<file path="config.mk">
export PLATFORM = sky130hd
export DESIGN_NAME = spinner_quadrature_decoder
export DESIGN_NICKNAME = d
export VERILOG_FILES = /design/src/rtl/spinner_pkg.sv /design/src/rtl/spinner_phase_filter.sv /design/src/rtl/spinner_quadrature_decoder.sv
export SDC_FILE = /design/constraint.sdc
export NUM_CORES = 1
export LEC_CHECK = 0
export CORE_ASPECT_RATIO = 0.5
export CORE_MARGIN = 3
export CORE_UTILIZATION = 40
export DETAILED_ROUTE_END_ITERATION = 8
export PLACE_DENSITY = 0.72
export SLEW_MARGIN = 20
export SYNTH_ARGS = -nofsm -noshare
export SYNTH_HDL_FRONTEND = slang
export SYNTH_SLANG_ARGS = --single-unit
</file>
<file path="constraint.sdc">
create_clock -name clk_48m -period 9 [get_ports clk_48m]
set_clock_uncertainty 0.05 [all_clocks]
set_input_delay 0.9 -clock clk_48m [delete_from_list [all_inputs] [get_ports clk_48m]]
set_output_delay 0.9 -clock clk_48m [all_outputs]
set_load 0.005 [all_outputs]
</file>
<file path="src/rtl/spinner_pkg.sv">
// Shared types and helpers for the spinner quadrature decoder.
// Phase encoding is {B,A}; increment order is 00->10->11->01->00.
package spinner_pkg;

    typedef logic [1:0] phase_t;

    typedef enum logic {
        ST_INIT,
        ST_TRACK
    } state_t;

    typedef struct packed {
        logic legal;
        logic dir;
        logic moved;
    } step_t;

    localparam int DELTA_MAX = 127;
    localparam int DELTA_MIN = -128;

    function automatic phase_t inc_of(phase_t r);
        phase_t n;
        case (r)
            2'b00:   n = 2'b10;
            2'b10:   n = 2'b11;
            2'b11:   n = 2'b01;
            default: n = 2'b00;
        endcase
        return n;
    endfunction

    // Classifies the move from reference r to phase p.
    function automatic step_t step_of(phase_t r, phase_t p);
        step_t s;
        s.moved = (p != r);
        s.legal = s.moved && (p != ~r);
        s.dir   = (p == inc_of(r));
        return s;
    endfunction

    function automatic logic [7:0] sat_add(logic [7:0] a, logic [1:0] s);
        logic signed [8:0] sum;
        sum = $signed({a[7], a}) + $signed({{7{s[1]}}, s});
        if (int'(sum) > DELTA_MAX) begin
            return 8'h7F;
        end
        if (int'(sum) < DELTA_MIN) begin
            return 8'h80;
        end
        return sum[7:0];
    endfunction

endpackage

</file>
<file path="src/rtl/spinner_phase_filter.sv">
// Synchroniser, sample-tick divider and debounce for the spinner phases.
// Emits one accept pulse each time a new phase has been stable FILT_LEN ticks.
module spinner_phase_filter
    import spinner_pkg::*;
#(
    parameter int SAMPLE_DIV = 8,
    parameter int FILT_LEN   = 3
) (
    input  logic       clk_48m,
    input  logic       reset,
    input  logic [1:0] spinner,
    output logic       accept_pulse,
    output logic [1:0] accept_phase
);

    localparam int DIV_W = (SAMPLE_DIV > 1) ? $clog2(SAMPLE_DIV) : 1;
    localparam int FC_W  = $clog2(FILT_LEN + 1);

    phase_t            sync1_q, sync1_d;
    phase_t            sync2_q, sync2_d;
    phase_t            cand_q, cand_d;
    logic [DIV_W-1:0]  div_q, div_d;
    logic [FC_W-1:0]   filt_cnt_q, filt_cnt_d;
    logic              tick;

    // Next-state for synchroniser, divider and debounce counter.
    always_comb begin
        sync1_d      = spinner;
        sync2_d      = sync1_q;
        tick         = (div_q == DIV_W'(SAMPLE_DIV - 1));
        div_d        = tick ? '0 : div_q + DIV_W'(1);
        cand_d       = cand_q;
        filt_cnt_d   = filt_cnt_q;
        accept_pulse = 1'b0;
        accept_phase = sync2_q;
        if (tick) begin
            if (sync2_q == cand_q) begin
                if (filt_cnt_q < FC_W'(FILT_LEN)) begin
                    filt_cnt_d   = filt_cnt_q + FC_W'(1);
                    accept_pulse = (filt_cnt_q == FC_W'(FILT_LEN - 1));
                end
            end else begin
                cand_d       = sync2_q;
                filt_cnt_d   = FC_W'(1);
                accept_pulse = (FILT_LEN == 1);
            end
        end
    end

    // State registers with synchronous active-low reset.
    always_ff @(posedge clk_48m) begin
        if (!reset) begin
            sync1_q    <= '0;
            sync2_q    <= '0;
            cand_q     <= '0;
            div_q      <= '0;
            filt_cnt_q <= '0;
        end else begin
            sync1_q    <= sync1_d;
            sync2_q    <= sync2_d;
            cand_q     <= cand_d;
            div_q      <= div_d;
            filt_cnt_q <= filt_cnt_d;
        end
    end

endmodule

</file>
<file path="src/rtl/spinner_quadrature_decoder.sv">
// 4x quadrature decoder: wrapping position, read-and-clear delta,
// and illegal-jump detection on top of the debounced phase stream.
module spinner_quadrature_decoder
    import spinner_pkg::*;
#(
    parameter int CNT_W      = 12,
    parameter int SAMPLE_DIV = 8,
    parameter int FILT_LEN   = 3
) (
    input  logic             clk_48m,
    input  logic             reset,
    input  logic [1:0]       spinner,
    input  logic             rd_strobe,
    output logic [CNT_W-1:0] pos,
    output logic [7:0]       delta,
    output logic             step_pulse,
    output logic             step_dir,
    output logic             err_pulse,
    output logic [7:0]       err_count
);

    logic       acc_pulse;
    logic [1:0] acc_phase;

    spinner_phase_filter #(
        .SAMPLE_DIV (SAMPLE_DIV),
        .FILT_LEN   (FILT_LEN)
    ) u_filter (
        .clk_48m      (clk_48m),
        .reset        (reset),
        .spinner      (spinner),
        .accept_pulse (acc_pulse),
        .accept_phase (acc_phase)
    );

    state_t           state_q, state_d;
    phase_t           ref_phase_q, ref_phase_d;
    logic [CNT_W-1:0] pos_q, pos_d;
    logic [7:0]       delta_acc_q, delta_acc_d;
    logic [7:0]       delta_q, delta_d;
    logic [7:0]       err_count_q, err_count_d;
    logic             step_pulse_q, step_pulse_d;
    logic             step_dir_q, step_dir_d;
    logic             err_pulse_q, err_pulse_d;
    step_t            st;
    logic [1:0]       step_v;
    logic [7:0]       acc_sum;

    // Track FSM, counters and read-and-clear of the delta accumulator.
    always_comb begin
        state_d      = state_q;
        ref_phase_d  = ref_phase_q;
        pos_d        = pos_q;
        delta_d      = delta_q;
        err_count_d  = err_count_q;
        step_dir_d   = step_dir_q;
        step_pulse_d = 1'b0;
        err_pulse_d  = 1'b0;
        step_v       = 2'b00;
        st           = step_of(ref_phase_q, acc_phase);
        if (acc_pulse) begin
            unique case (state_q)
                ST_INIT: begin
                    ref_phase_d = acc_phase;
                    state_d     = ST_TRACK;
                end
                ST_TRACK: begin
                    if (st.moved) begin
                        ref_phase_d = acc_phase;
                        if (st.legal) begin
                            step_pulse_d = 1'b1;
                            step_dir_d   = st.dir;
                            pos_d  = st.dir ? pos_q + CNT_W'(1)
                                            : pos_q - CNT_W'(1);
                            step_v = st.dir ? 2'b01 : 2'b11;
                        end else begin
                            err_pulse_d = 1'b1;
                            if (err_count_q != 8'hFF) begin
                                err_count_d = err_count_q + 8'd1;
                            end
                        end
                    end
                end
            endcase
        end
        acc_sum = sat_add(delta_acc_q, step_v);
        if (rd_strobe) begin
            delta_d     = acc_sum;
            delta_acc_d = '0;
        end else begin
            delta_acc_d = acc_sum;
        end
    end

    // State registers with synchronous active-low reset.
    always_ff @(posedge clk_48m) begin
        if (!reset) begin
            state_q      <= ST_INIT;
            ref_phase_q  <= '0;
            pos_q        <= '0;
            delta_acc_q  <= '0;
            delta_q      <= '0;
            err_count_q  <= '0;
            step_pulse_q <= 1'b0;
            step_dir_q   <= 1'b0;
            err_pulse_q  <= 1'b0;
        end else begin
            state_q      <= state_d;
            ref_phase_q  <= ref_phase_d;
            pos_q        <= pos_d;
            delta_acc_q  <= delta_acc_d;
            delta_q      <= delta_d;
            err_count_q  <= err_count_d;
            step_pulse_q <= step_pulse_d;
            step_dir_q   <= step_dir_d;
            err_pulse_q  <= err_pulse_d;
        end
    end

    assign pos        = pos_q;
    assign delta      = delta_q;
    assign step_pulse = step_pulse_q;
    assign step_dir   = step_dir_q;
    assign err_pulse  = err_pulse_q;
    assign err_count  = err_count_q;

endmodule

</file>
# [Yosys cells after proc, flatten, opt, wreduce, memory -nomap -nowiden]
# Cells that the tools add are included.
[word_totals] register_bits=53 inputBits=5 out_inout_bits=31 elab_cells=72
[classes] add_sub_neg=6 order_cmp=3 eq_ne=11 mux=23 n_bitwise=5 n_reduce_logical=10
[ops] operator="$mux 8" count=4
[ops] operator="$mux 2" count=8
[ops] operator="$add 12x1->12 const B" count=1
[ops] operator="$mux 12" count=1
[ops] operator="$sub 12x1->12 const B" count=1
[ops] operator="$add 8x2->9" count=1
[ops] operator="$gt 9x8->1 const B" count=1
[ops] operator="$lt 9x8->1 const B" count=1
[ops] operator="$add 8x1->8 const B" count=1
[ops] operator="$mux 1" count=8
[ops] operator="$ne 8x8->1 const B" count=1
[ops] operator="$reduce_and 4->1" count=2
[ops] operator="$eq 2x2->1 const B" count=3
[ops] operator="$pmux 2 s3" count=1
[ops] operator="$reduce_and 2->1" count=3
[ops] operator="$reduce_and 5->1" count=1
[ops] operator="$eq 2x2->1" count=2
[ops] operator="$ne 2x2->1" count=2
[ops] operator="$not 1->1" count=4
[ops] operator="$pmux 2 s2" count=1
[ops] operator="$reduce_or 2->1" count=2
[ops] operator="$add 3x1->3 const B" count=1
[ops] operator="$eq 3x3->1 const B" count=1
[ops] operator="$add 2x1->2 const B" count=1
[ops] operator="other kinds (6)" count=6

# [Logic depth before layout (Yosys ltp)]
# Gate-level depths: netlist of run 1.
[logic_depth] ltp_word=14 ltp_mapped=17 mapped_depth_nobuf=14

# [By module]
# From an unflattened synthesis of run 1, not the netlist that was laid out.
[unflattened] hier_cells=312 area_unflattened_um2=2891.5
[modules_own_cells] mod="spinner_quadrature_decoder" n_inst=1 cells_each=269 area_per_inst_um2=2444.8 seq_area_each_um2=840.8
[modules_own_cells] mod="spinner_phase_filter" n_inst=1 cells_each=43 area_per_inst_um2=446.7 seq_area_each_um2=220.2

# [Worst setup path after synthesis of run 1]
# OpenSTA, ideal clock, no wires.
[synth_path] path_kind="register to register" start="reg u_filter.div_q[0]" end="reg delta_q[6] (netlist: delta[6])" setup_time_ns=0.132 arrival_time_ns=3.408 required_ns=8.818 setup_slack_ns=5.409 stages_incl_launch_ff=18 n_path_buf=3 period_less_slack_ns=3.591 cell_sequence="dfxtp_1 ha_1 ha_1 buf_2 nand3_1 or3_1 buf_6 a21o_1 inv_4 buf_6 ha_1 fa_1 a21o_1 a221o_1 or2_0 o2111a_1 a211oi_1 a21oi_1"
[synth_between] elab_chain_cells=9 elab_cells_between_ends=12 classes_between="1 x add/sub; 2 x order compare; 1 x eq/ne; 8 x mux"
[synth_rtl] item="start: declaration" line_no="spinner_phase_filter.sv:22" rtl="logic [DIV_W-1:0] div_q, div_d;"
[synth_rtl] item="start signal: assignment" line_no="spinner_phase_filter.sv:62" rtl="div_q <= div_d;"
[synth_rtl] item="$eq 3x3->1 (*)" line_no="spinner_phase_filter.sv:30" rtl="tick = (div_q == DIV_W'(SAMPLE_DIV - 1));"
[synth_rtl] item="$mux 1 (*)" line_no="spinner_phase_filter.sv:36" rtl="if (tick) begin"
[synth_rtl] item="$mux 2 (*)" line_no="spinner_quadrature_decoder.sv:61" rtl="if (acc_pulse) begin"
[synth_rtl] item="$add 8x2->9 (*)" line_no="spinner_pkg.sv:43" rtl="sum = $signed({a[7], a}) + $signed({{7{s[1]}}, s});"
[synth_rtl] item="$lt 9x8->1" line_no="spinner_pkg.sv:47" rtl="if (int'(sum) < DELTA_MIN) begin"
[synth_rtl] item="$mux 1 (2 in series)" line_no="spinner_pkg.sv:47"
[synth_rtl] item="$mux 8" line_no="spinner_pkg.sv:50" rtl="return sum[7:0];"
[synth_rtl] item="$mux 8 (*)" line_no="spinner_pkg.sv:47"
[synth_rtl] item="end signal: assignment" line_no="spinner_quadrature_decoder.sv:112" rtl="delta_q <= delta_d;"
[synth_rtl] item="end: declaration" line_no="spinner_quadrature_decoder.sv:40" rtl="logic [7:0] delta_q, delta_d;"
# Every way passes the cells marked *; elsewhere a longest branch is shown, timed or not. The select of a mux whose other input is x is not followed.
# A chain may end at the register's enable or synchronous reset.

# [Final worst setup path of run 1]
# Ends and elaborated chain as after synthesis.

==> impl_metrics.toml, run 1 <==
[global_routing]
gr-usage-all-layers_pct = 14.60
grt_overflow_total = 0
antenna_found_initial = 0
grt_max_degree = 37
grt_pass1_wl_um = 10120
grt_pass1_vias = 2287

[clocking]
cts_buffer_depth = 2
cts_tree = "built"
cts_resized = 0
post_cts.repair.setup_buffers = 0
htreeDepth = 2
clkSlewWorstSetupHoldPaths_ns = 0.07
holdBufCountCts = 0
cts-root-buf = "clkbuf_16"
worstSkewPairLatency_ns = 0.29
clock-sinks = 53
numCtsBuffers = 5

[synth]
synth_area_mm2 = 0.002855
synth_edf_count = 0
synth_nets = 342
synthCells = 312
ys_async_sr_fraction_pct = 0
synthTopCellsByCount = "53 x dfxtp_1, 44 x nor2_1, 23 x ha_1"
yosysMostFrequentCell = "dfxtp_1"
ys_types = 50
synth.avg_cell_area_um2 = 9.151
ys_warn_count = 0
synth.area.top_cells = "dfxtp_1 37%, ha_1 10%, nor2_1 5.8%"
ys.flop_type = "dfxtp_1"
yosysSeqAreaShare_pct = 37.16
yosys.area.top_type_share_pct = 37.16
ys_ff_latch = 53
synth_top_cell_by_area = "dfxtp_1"

[power_and_ir_drop]
power.density_mw_per_mm2 = 141.6
total_power_w = 0.0004845
power.leakage_nw = 1.345
peakVddDrop_mv = 0.08854

[floorplan]
die_x_um = 125.5
fp.dieH_um = 65.74
std_cell_rows = 21
boundaryPins = 36
core_mm2 = 0.006805
start_util_pct = 41.96
die_area_mm2 = 0.008249

[timing]
finalCriticalPeriod_ns = 4.057
holdWs_ns = 0.3798
timing.fmax_mhz = 246.5
hold_violations = 0
setup_tns_ns = 0
report.final.slew_viol_count = 0
relSlewSlack_pct = 57.79
rsz0062_at_grt = "no"
tightest_slew_ns = 0.6323
setup_viol = 0
timing.final.crit_share_pct = 45.08

[layout]
drive_above_1_share_pct = 4.373
nFillCells = 600
final_cells = 435
insertedDiodeCount = 0
register_area_mm2 = 0.001061
finalNetCount = 372
syn_to_final_growth_pct = 19.85
multi_input_area_mm2 = 0.001695
postLayoutCoreUtil_pct = 50.29

[drt]
drtIter0Drc = 97
drtAntennaViolNets = 0
met3WireLength_um = 179
num_vias = 2301
met2_length_um = 2865
wl_met1_um = 2652
first_pass_iters = 7
wl_um = 5734
wl_per_cell_um = 13.18
viasPerCell = 5.290
drc = 0
dr.max_layer_used = "met4"

[worst_setup_path]
cp-end-kind = "register"
critPathArrivalTime_ns = 4.16
worstSetupPathType = "reg2reg"
crit_start = "u_filter.div_q[0]$_SDFF_PP0_"
worstSetupStartpointType = "register"
crit_required_ns = 9.10
worst-path-max-fanout = 9
rr_startpoint = "u_filter.div_q[0]$_SDFF_PP0_"

[outcome]
status = "complete, no violations"

[placement]
dpl.hpwl_um = 4252
routabilityCongestion = 0.8349
io_buffers = 35
dp_cells = 427

[min_path]
hold_path.class = "reg2reg"
hp-start = "u_filter.div_q[0]$_SDFF_PP0_"

[flow_run]
drv_cap = 0
[stage by stage]
step           setup slack [ns]  area (um^2)
6_report                  4.943         3422
5_1_grt                   4.556         3422
4_1_cts                   4.892         3422
3_5_place_dp              4.928         3251
3_3_place_gp              5.096         3251
2_1_floorplan             5.409         2855
[routing by layer]
metal | track usage [%] | vias up
met5 | 0 | -
li1 | - | 1182
met4 | 5.000 | 0
met1 | 17.02 | 1078
met2 | 26.99 | 36
met3 | 3.084 | 5
[final cells by class]
class	count	share of cell area (%)
Multi-Input combinational cell	240	49.54
Clock buffer	5	3.656
Timing Repair Buffer	35	10.24
Sequential cell	53	31.01
Inverter	7	0.8410
Tap cell	92	3.364
Clock inverter	3	1.353
[state kept, by name, indices dropped and copies added (netlist names)]
register,cells
delta,8
delta_acc_q,8
err_count,8
err_pulse,1
pos,12
ref_phase_q,2
state_q,1
step_dir,1
step_pulse,1
u_filter.accept_phase,2
u_filter.cand_q,2
u_filter.div_q,3
u_filter.filt_cnt_q,2
u_filter.sync1_q,2
[worst max-delay path: stages, from the launching register on]
cell and delay, ns:
dfxtp_1 0.33, ha_1 0.15, ha_1 0.34, nand3_1 0.11
or3_1 0.47, nor2_1 0.55, ha_1 0.42, a21o_1 0.22
a221o_1 0.41, or2_0 0.24, o2111a_1 0.24, a211oi_1 0.28
a21oi_1 0.11
[cells by family after synthesis]
| logic type | count (synthesis) | share of synthesized area [%] |
|---|---|---|
| flops | 53 | 37.16 |
| fa+ha+maj | 25 | 11.48 |
| simple gates | 104 | 17.62 |
| compound gates | 74 | 18.14 |
| buf+inv | 19 | 3.462 |
| mux | 12 | 4.207 |
| xor+xnor | 25 | 7.932 |
[cell usage in the layout, fill, tap and decap left out, types with 8 or more instances in the layout]
cell             count
ha_1                23
nor2_1              44
nor3_1               8
mux2i_1             12
dfxtp_1             53
a21o_1               8
xor2_1              12
a21oi_1             22
o21ai_0             11
clkdlybuf4s50_1     35
nand2_1             15
xnor2_1             12
a211oi_1            13
[where the power goes]
group | switching (W) | internal (W) | leakage [nW]
clock | 0.0000888 | 0.000132 | 0.0800
sequential | 0.00000224 | 0.000238 | 0.430
combinational | 0.0000129 | 0.0000106 | 0.836
[path summary, 6_finish.rpt]
kind | slack (ns) | to | cells after the start
setup / recovery | 4.94 | delta[6]$_SDFFE_PN0P_ | 12
hold / removal | 0.38 | u_filter.div_q[0]$_SDFF_PP0_ | 1
setup reg to reg | 4.94 | delta[6]$_SDFFE_PN0P_ | 12
hold reg to reg | 0.38 | u_filter.div_q[0]$_SDFF_PP0_ | 1
Power figures use the tool's default switching activity.
==> run 2, diff against run 1 <==
--- a/config.mk
+++ b/config.mk
@@ -9,7 +9,7 @@
 export CORE_MARGIN = 3
 export CORE_UTILIZATION = 40
 export DETAILED_ROUTE_END_ITERATION = 8
-export PLACE_DENSITY = 0.72
+export PLACE_DENSITY = 0.74
 export SLEW_MARGIN = 20
 export SYNTH_ARGS = -nofsm -noshare
 export SYNTH_HDL_FRONTEND = slang
==> constraint.sdc (replaced) <==
create_clock -name clk_48m -period 3.5 [get_ports clk_48m]
set_clock_uncertainty 0.05 [all_clocks]
set_input_delay 0.35 -clock clk_48m [delete_from_list [all_inputs] [get_ports clk_48m]]
set_output_delay 0.35 -clock clk_48m [all_outputs]
set_load 0.005 [all_outputs]
==> run 2 against run 1 <==
Compared with the run above:
- routed wire length increased by 3.3%
- critical path type unchanged
- via count rose by 1.4%
- global-route usage up 0.32 points
- final area rose by 3.4%
- clock-buffer cell count stayed put
==> impl_metrics.toml, run 2 (same netlist as run 1, synthesis figures left out) <==
[timing]
timing.fmax_mhz = 304.0
hold_violations = 0
relSlewSlack_pct = 61.51
report.final.slew_viol_count = 0
setup_viol = 0
setup_tns_ns = 0
finalCriticalPeriod_ns = 3.290
tightest_slew_ns = 0.5755
timing.final.crit_share_pct = 94.00
rsz0062_at_grt = "no"

[worst_setup_path]
worstSetupStartpointType = "register"
worst-path-max-fanout = 7
cp-end-kind = "register"
cpPeakStageDelay_ns = 0.42
worstPathCellList = "ha_1 > ha_1 > nand3_1 > or3_4 > nor2_4 > ha_2 > a21o_1 > a221o_1 > or2_0 > o2111a_1 > a211oi_2 > a21oi_1"
worstSetupPathType = "reg2reg"
path_common_cell = "ha_1"
critPathArrivalTime_ns = 3.40
cp_slowest_cell = "a221o_1"
crit_required_ns = 3.61

[outcome]
status = "complete, no violations"

[layout]
insertedDiodeCount = 0
final_cell_mix = "53 x dfxtp_1, 43 x nor2_1, 35 x clkdlybuf4s50_1"
drive_above_1_share_pct = 10.48
final_cells = 445
nFillCells = 606
finalNetCount = 382
largest_reg_flops = 12
final_common_cell = "dfxtp_1"
syn_to_final_growth_pct = 23.88

[drt]
first_pass_iters = 4
drc = 0
wl_per_cell_um = 13.31
drtAntennaViolNets = 0
viasPerCell = 5.243
wl_um = 5923
num_vias = 2333
drtIter0Drc = 110

[clocking]
worstSkewPairLatency_ns = 0.30
htreeDepth = 2
clkSlewWorstSetupHoldPaths_ns = 0.07
cts_tree = "built"
clock-sinks = 53
numCtsBuffers = 5
cts_buffer_depth = 2
cts-root-buf = "clkbuf_16"

[power_and_ir_drop]
power.density_mw_per_mm2 = 333.7
power.leakage_nw = 1.387
peakVddDrop_mv = 0.1933

[global_routing]
grt_max_degree = 30
antenna_found_initial = 0
grt_pass1_vias = 2279
grt_pass1_wl_um = 10070
gr-usage-all-layers_pct = 14.92
grt_overflow_total = 0

[placement]
io_buffers = 35
dp_cells = 434
dpl.hpwl_um = 4372
routabilityCongestion = 0.9741

[floorplan]
boundaryPins = 36
fp.dieH_um = 65.74
die_x_um = 125.5
std_cell_rows = 21
start_util_pct = 41.96
die_area_mm2 = 0.008249
core_mm2 = 0.006805

[min_path]
hold_path.class = "reg2reg"

[flow_run]
drv_cap = 0
[run 2: layer usage]
metal	track usage (%)	part of all wire, %
met5	0	0
met2	27.33	48
met4	6.216	1.6
met3	3.409	3.8
met1	17.02	47
[run 2: per-stage QoR]
step / power [W] / worst slack (ns) / hold WS [ns] / cell area [um^2] / utilization [%]
after floorplan: 0.0006718 / 0.01211 / 0.3584 / 2870 / -
after global placement: 0.0006928 / 0.2287 / 0.3643 / 3316 / 48.72
after detailed placement: 0.0006950 / 0.08503 / 0.3742 / 3316 / 48.72
after CTS: 0.001199 / 0.03763 / 0.3870 / 3466 / 50.93
after global routing: 0.001237 / 0.02784 / 0.4068 / 3537 / 51.98
final: 0.001180 / 0.2102 / 0.3873 / 3537 / 51.98
[run 2: path summary, 6_finish.rpt]
kind / from / end / slack (ns) / cells past startpoint
hold reg to reg: u_filter.sync1_q[1]$_SDFF_PN0_ / u_filter.accept_phase[1]$_SDFF_PN0_ / 0.39 / 1
setup / recovery: u_filter.div_q[0]$_SDFF_PP0_ / delta[6]$_SDFFE_PN0P_ / 0.21 / 12
hold / removal: u_filter.sync1_q[1]$_SDFF_PN0_ / u_filter.accept_phase[1]$_SDFF_PN0_ / 0.39 / 1
setup reg to reg: u_filter.div_q[0]$_SDFF_PP0_ / delta[6]$_SDFFE_PN0P_ / 0.21 / 12
[run 2: worst max-delay path: cells and delay by family (launching register included)]
kind | cells | cell delay [ns]
DFF | 1 | 0.34
and+or+nand+nor | 4 | 0.87
adders and majority gates | 3 | 0.69
AOI/OAI and AO/OA | 5 | 1.21
[run 2: what timing repair did]
| item | CTS | global route |
|---|---|---|
| endpoints found under the setup margin | 0 | 14 |
| hold buffers | 0 | 0 |
| setup buffers | 0 | 3 |
| gates resized for setup | 0 | 11 |
| hold endpoints to repair | 0 | 0 |
[run 2: layout make-up]
cell class | count | area, um^2 | area share (%)
Clock inverter | 3 | 25.02 | 0.7075
Sequential cell | 53 | 1061 | 30.00
Multi-Input combinational cell | 240 | 1757 | 49.66
Tap cell | 92 | 115.1 | 3.254
Clock buffer | 5 | 125.1 | 3.537
Inverter | 7 | 28.78 | 0.8136
Timing Repair Buffer | 45 | 425.4 | 12.03
[run 2: report_power, final]
| part | total, W | switching, W | internal [W] | leakage, nW |
|---|---|---|---|---|
| Clock | 0.000500 | 0.000231 | 0.000269 | 0.0704 |
| Combinational | 0.0000629 | 0.0000341 | 0.0000288 | 0.887 |
| Sequential | 0.000618 | 0.00000543 | 0.000612 | 0.430 |
==> run 3, diff against run 2 <==
--- a/config.mk
+++ b/config.mk
@@ -6,10 +6,10 @@
 export NUM_CORES = 1
 export LEC_CHECK = 0
 export CORE_ASPECT_RATIO = 0.5
-export CORE_MARGIN = 3
 export CORE_UTILIZATION = 40
 export DETAILED_ROUTE_END_ITERATION = 8
-export PLACE_DENSITY = 0.74
+export DONT_BUFFER_PORTS = 1
+export PLACE_DENSITY = 0.67
 export SLEW_MARGIN = 20
 export SYNTH_ARGS = -nofsm -noshare
 export SYNTH_HDL_FRONTEND = slang
==> run 3 against run 2 <==
Compared with the run above:
- final area decreased by 12%
- via count fell by 5.1%
- die area down 9.1%
- critical path depth increased by 2
- power decreased by 2.6%
- fmax fell by 0.30%
==> impl_metrics.toml, run 3 (same netlist as run 1, synthesis figures left out) <==
[layout]
finalNetCount = 344
drive_above_1_share_pct = 8.571
largest_reg_flops = 12
postLayoutCoreUtil_pct = 46.09
insertedDiodeCount = 0
multi_input_area_mm2 = 0.001724
syn_to_final_growth_pct = 9.422
nFillCells = 655
register_area_mm2 = 0.001061
final_cells = 407
final_cell_mix = "53 x dfxtp_1, 43 x nor2_1, 22 x a21oi_1, 22 x ha_1, 15 x nand2_1"
final_common_cell = "dfxtp_1"

[clocking]
clock-sinks = 53
worstSkewPairLatency_ns = 0.29
cts-root-buf = "clkbuf_16"
cts_tree = "built"
holdBufCountCts = 0
clkSlewWorstSetupHoldPaths_ns = 0.07
numCtsBuffers = 5
htreeDepth = 2
cts_buffer_depth = 2

[floorplan]
std_cell_rows = 21
start_util_pct = 42.12
die_area_mm2 = 0.007500
boundaryPins = 36
fp.dieH_um = 61.74
die_x_um = 121.5
core_mm2 = 0.006779

[min_path]
hp-start = "rd_strobe"
hold_depth = 1
hold_path.class = "in2reg"
worstHoldEndpoint = "delta[6]$_SDFFE_PN0P_"

[power_and_ir_drop]
peakVddDrop_mv = 0.1866
power.leakage_nw = 1.243
power.density_mw_per_mm2 = 367.8

[worst_setup_path]
crit_required_ns = 3.63
cp-end-kind = "register"
reg2reg_to = "delta[6]$_SDFFE_PN0P_"
worst-path-max-fanout = 5
worstSetupStartpointType = "register"
critPathArrivalTime_ns = 3.43
rr_startpoint = "u_filter.div_q[0]$_SDFF_PP0_"
worstRegToRegCells = 14
r2r_setup_slack_ns = 0.20
worstSetupPathType = "reg2reg"

[drt]
viasPerCell = 5.437
drtAntennaViolNets = 0
first_pass_iters = 4
drc = 0
num_vias = 2213
wl_um = 5730
wl_per_cell_um = 14.08
drtIter0Drc = 66

[timing]
rsz0062_at_grt = "no"
finalCriticalPeriod_ns = 3.300
report.final.slew_viol_count = 0
relSlewSlack_pct = 38.70
hold_violations = 0
setup_tns_ns = 0
timing.final.crit_share_pct = 94.27
setup_viol = 0
timing.fmax_mhz = 303.1
tightest_slew_ns = 0.9138

[placement]
routabilityCongestion = 0.8699
io_buffers = 0
dp_cells = 398
dpl.hpwl_um = 4297

[global_routing]
gr-usage-all-layers_pct = 16.19
grt_max_degree = 32
grt_pass1_wl_um = 9501
grt_overflow_total = 0
antenna_found_initial = 0
grt_pass1_vias = 2107

[outcome]
status = "complete, no violations"

[flow_run]
drv_cap = 0
-- run 3: changes by cell type in the layout (fill, tap and decap cells not counted), moves of 2 or more --
| cell | before | now |
|---|---|---|
| a21oi_1 | 19 | 22 |
| clkinv_2 | 0 | 2 |
| buf_4 | 10 | 7 |
| a21oi_2 | 3 | 0 |
| clkdlybuf4s50_1 | 35 | 0 |
-- run 3: worst max-delay path by stage --
stage,from,to,slack (ns),cells after the start
2_1_floorplan,u_filter.div_q[0]$_SDFF_PP0_,delta[6]$_SDFFE_PN0P_,0.01,17
4_1_cts,u_filter.div_q[0]$_SDFF_PP0_,delta[6]$_SDFFE_PN0P_,0.06,12
3_5_place_dp,u_filter.div_q[0]$_SDFF_PP0_,delta[6]$_SDFFE_PN0P_,0.08,12
3_3_place_gp,u_filter.div_q[0]$_SDFF_PP0_,delta[6]$_SDFFE_PN0P_,0.25,12
5_1_grt,u_filter.div_q[0]$_SDFF_PP0_,delta[6]$_SDFFE_PN0P_,0.03,12
6_report,u_filter.div_q[0]$_SDFF_PP0_,delta[6]$_SDFFE_PN0P_,0.20,14
-- run 3: final cells by class --
type	count	share of cell area, %
timing repair buffer	7	1.682
clock buffer	5	4.005
clock inverter	3	0.5607
multi-input combinational	240	55.19
sequential	53	33.96
inverter	7	0.9211
tap	92	3.684
-- run 3: critical path, cell delays in order, from the launching register on --
cell      delay, ns
dfxtp_1        0.32
ha_1           0.19
ha_1           0.19
nand3_1        0.09
or3_4          0.14
a21o_1         0.20
inv_4          0.05
ha_2           0.19
fa_2           0.36
a21o_1         0.19
a221o_1        0.39
or2_0          0.25
o2111a_1       0.25
a211oi_2       0.25
a21oi_1        0.10
-- run 3: repair_timing --
item	CTS	global route
endpoints found under the setup margin	0	14
buffers inserted	0	1
resized for setup	0	3
-- run 3: metrics by stage --
stage | total power, W | hold slack [ns] | instance area (um^2) | setup slack (ns)
final | 0.001149 | 0.09338 | 3124 | 0.2004
after global routing | 0.001197 | 0.08932 | 3124 | 0.02632
after CTS | 0.001162 | 0.08875 | 3100 | 0.05894
after detailed placement | 0.0006778 | 0.3740 | 2958 | 0.07898
after global placement | 0.0006761 | 0.3656 | 2958 | 0.2519
after floorplan | 0.0006718 | 0.3584 | 2870 | 0.01211
-- run 3: where the power goes --
part	leakage (nW)	internal, W	switching [W]
Sequential	0.430	0.000612	0.00000678
Clock	0.0696	0.000263	0.000223
Combinational	0.744	0.0000179	0.0000265
Total	1.24	0.000893	0.000256
-- run 3: layer usage --
metal  GRT usage [%]  share of wire (%)  wire [um]
met1           19.18                 47       2702
met2           28.90                 46       2642
met4           5.291                1.5         86
met5               0                  0          0
met3           5.018                5.2        298
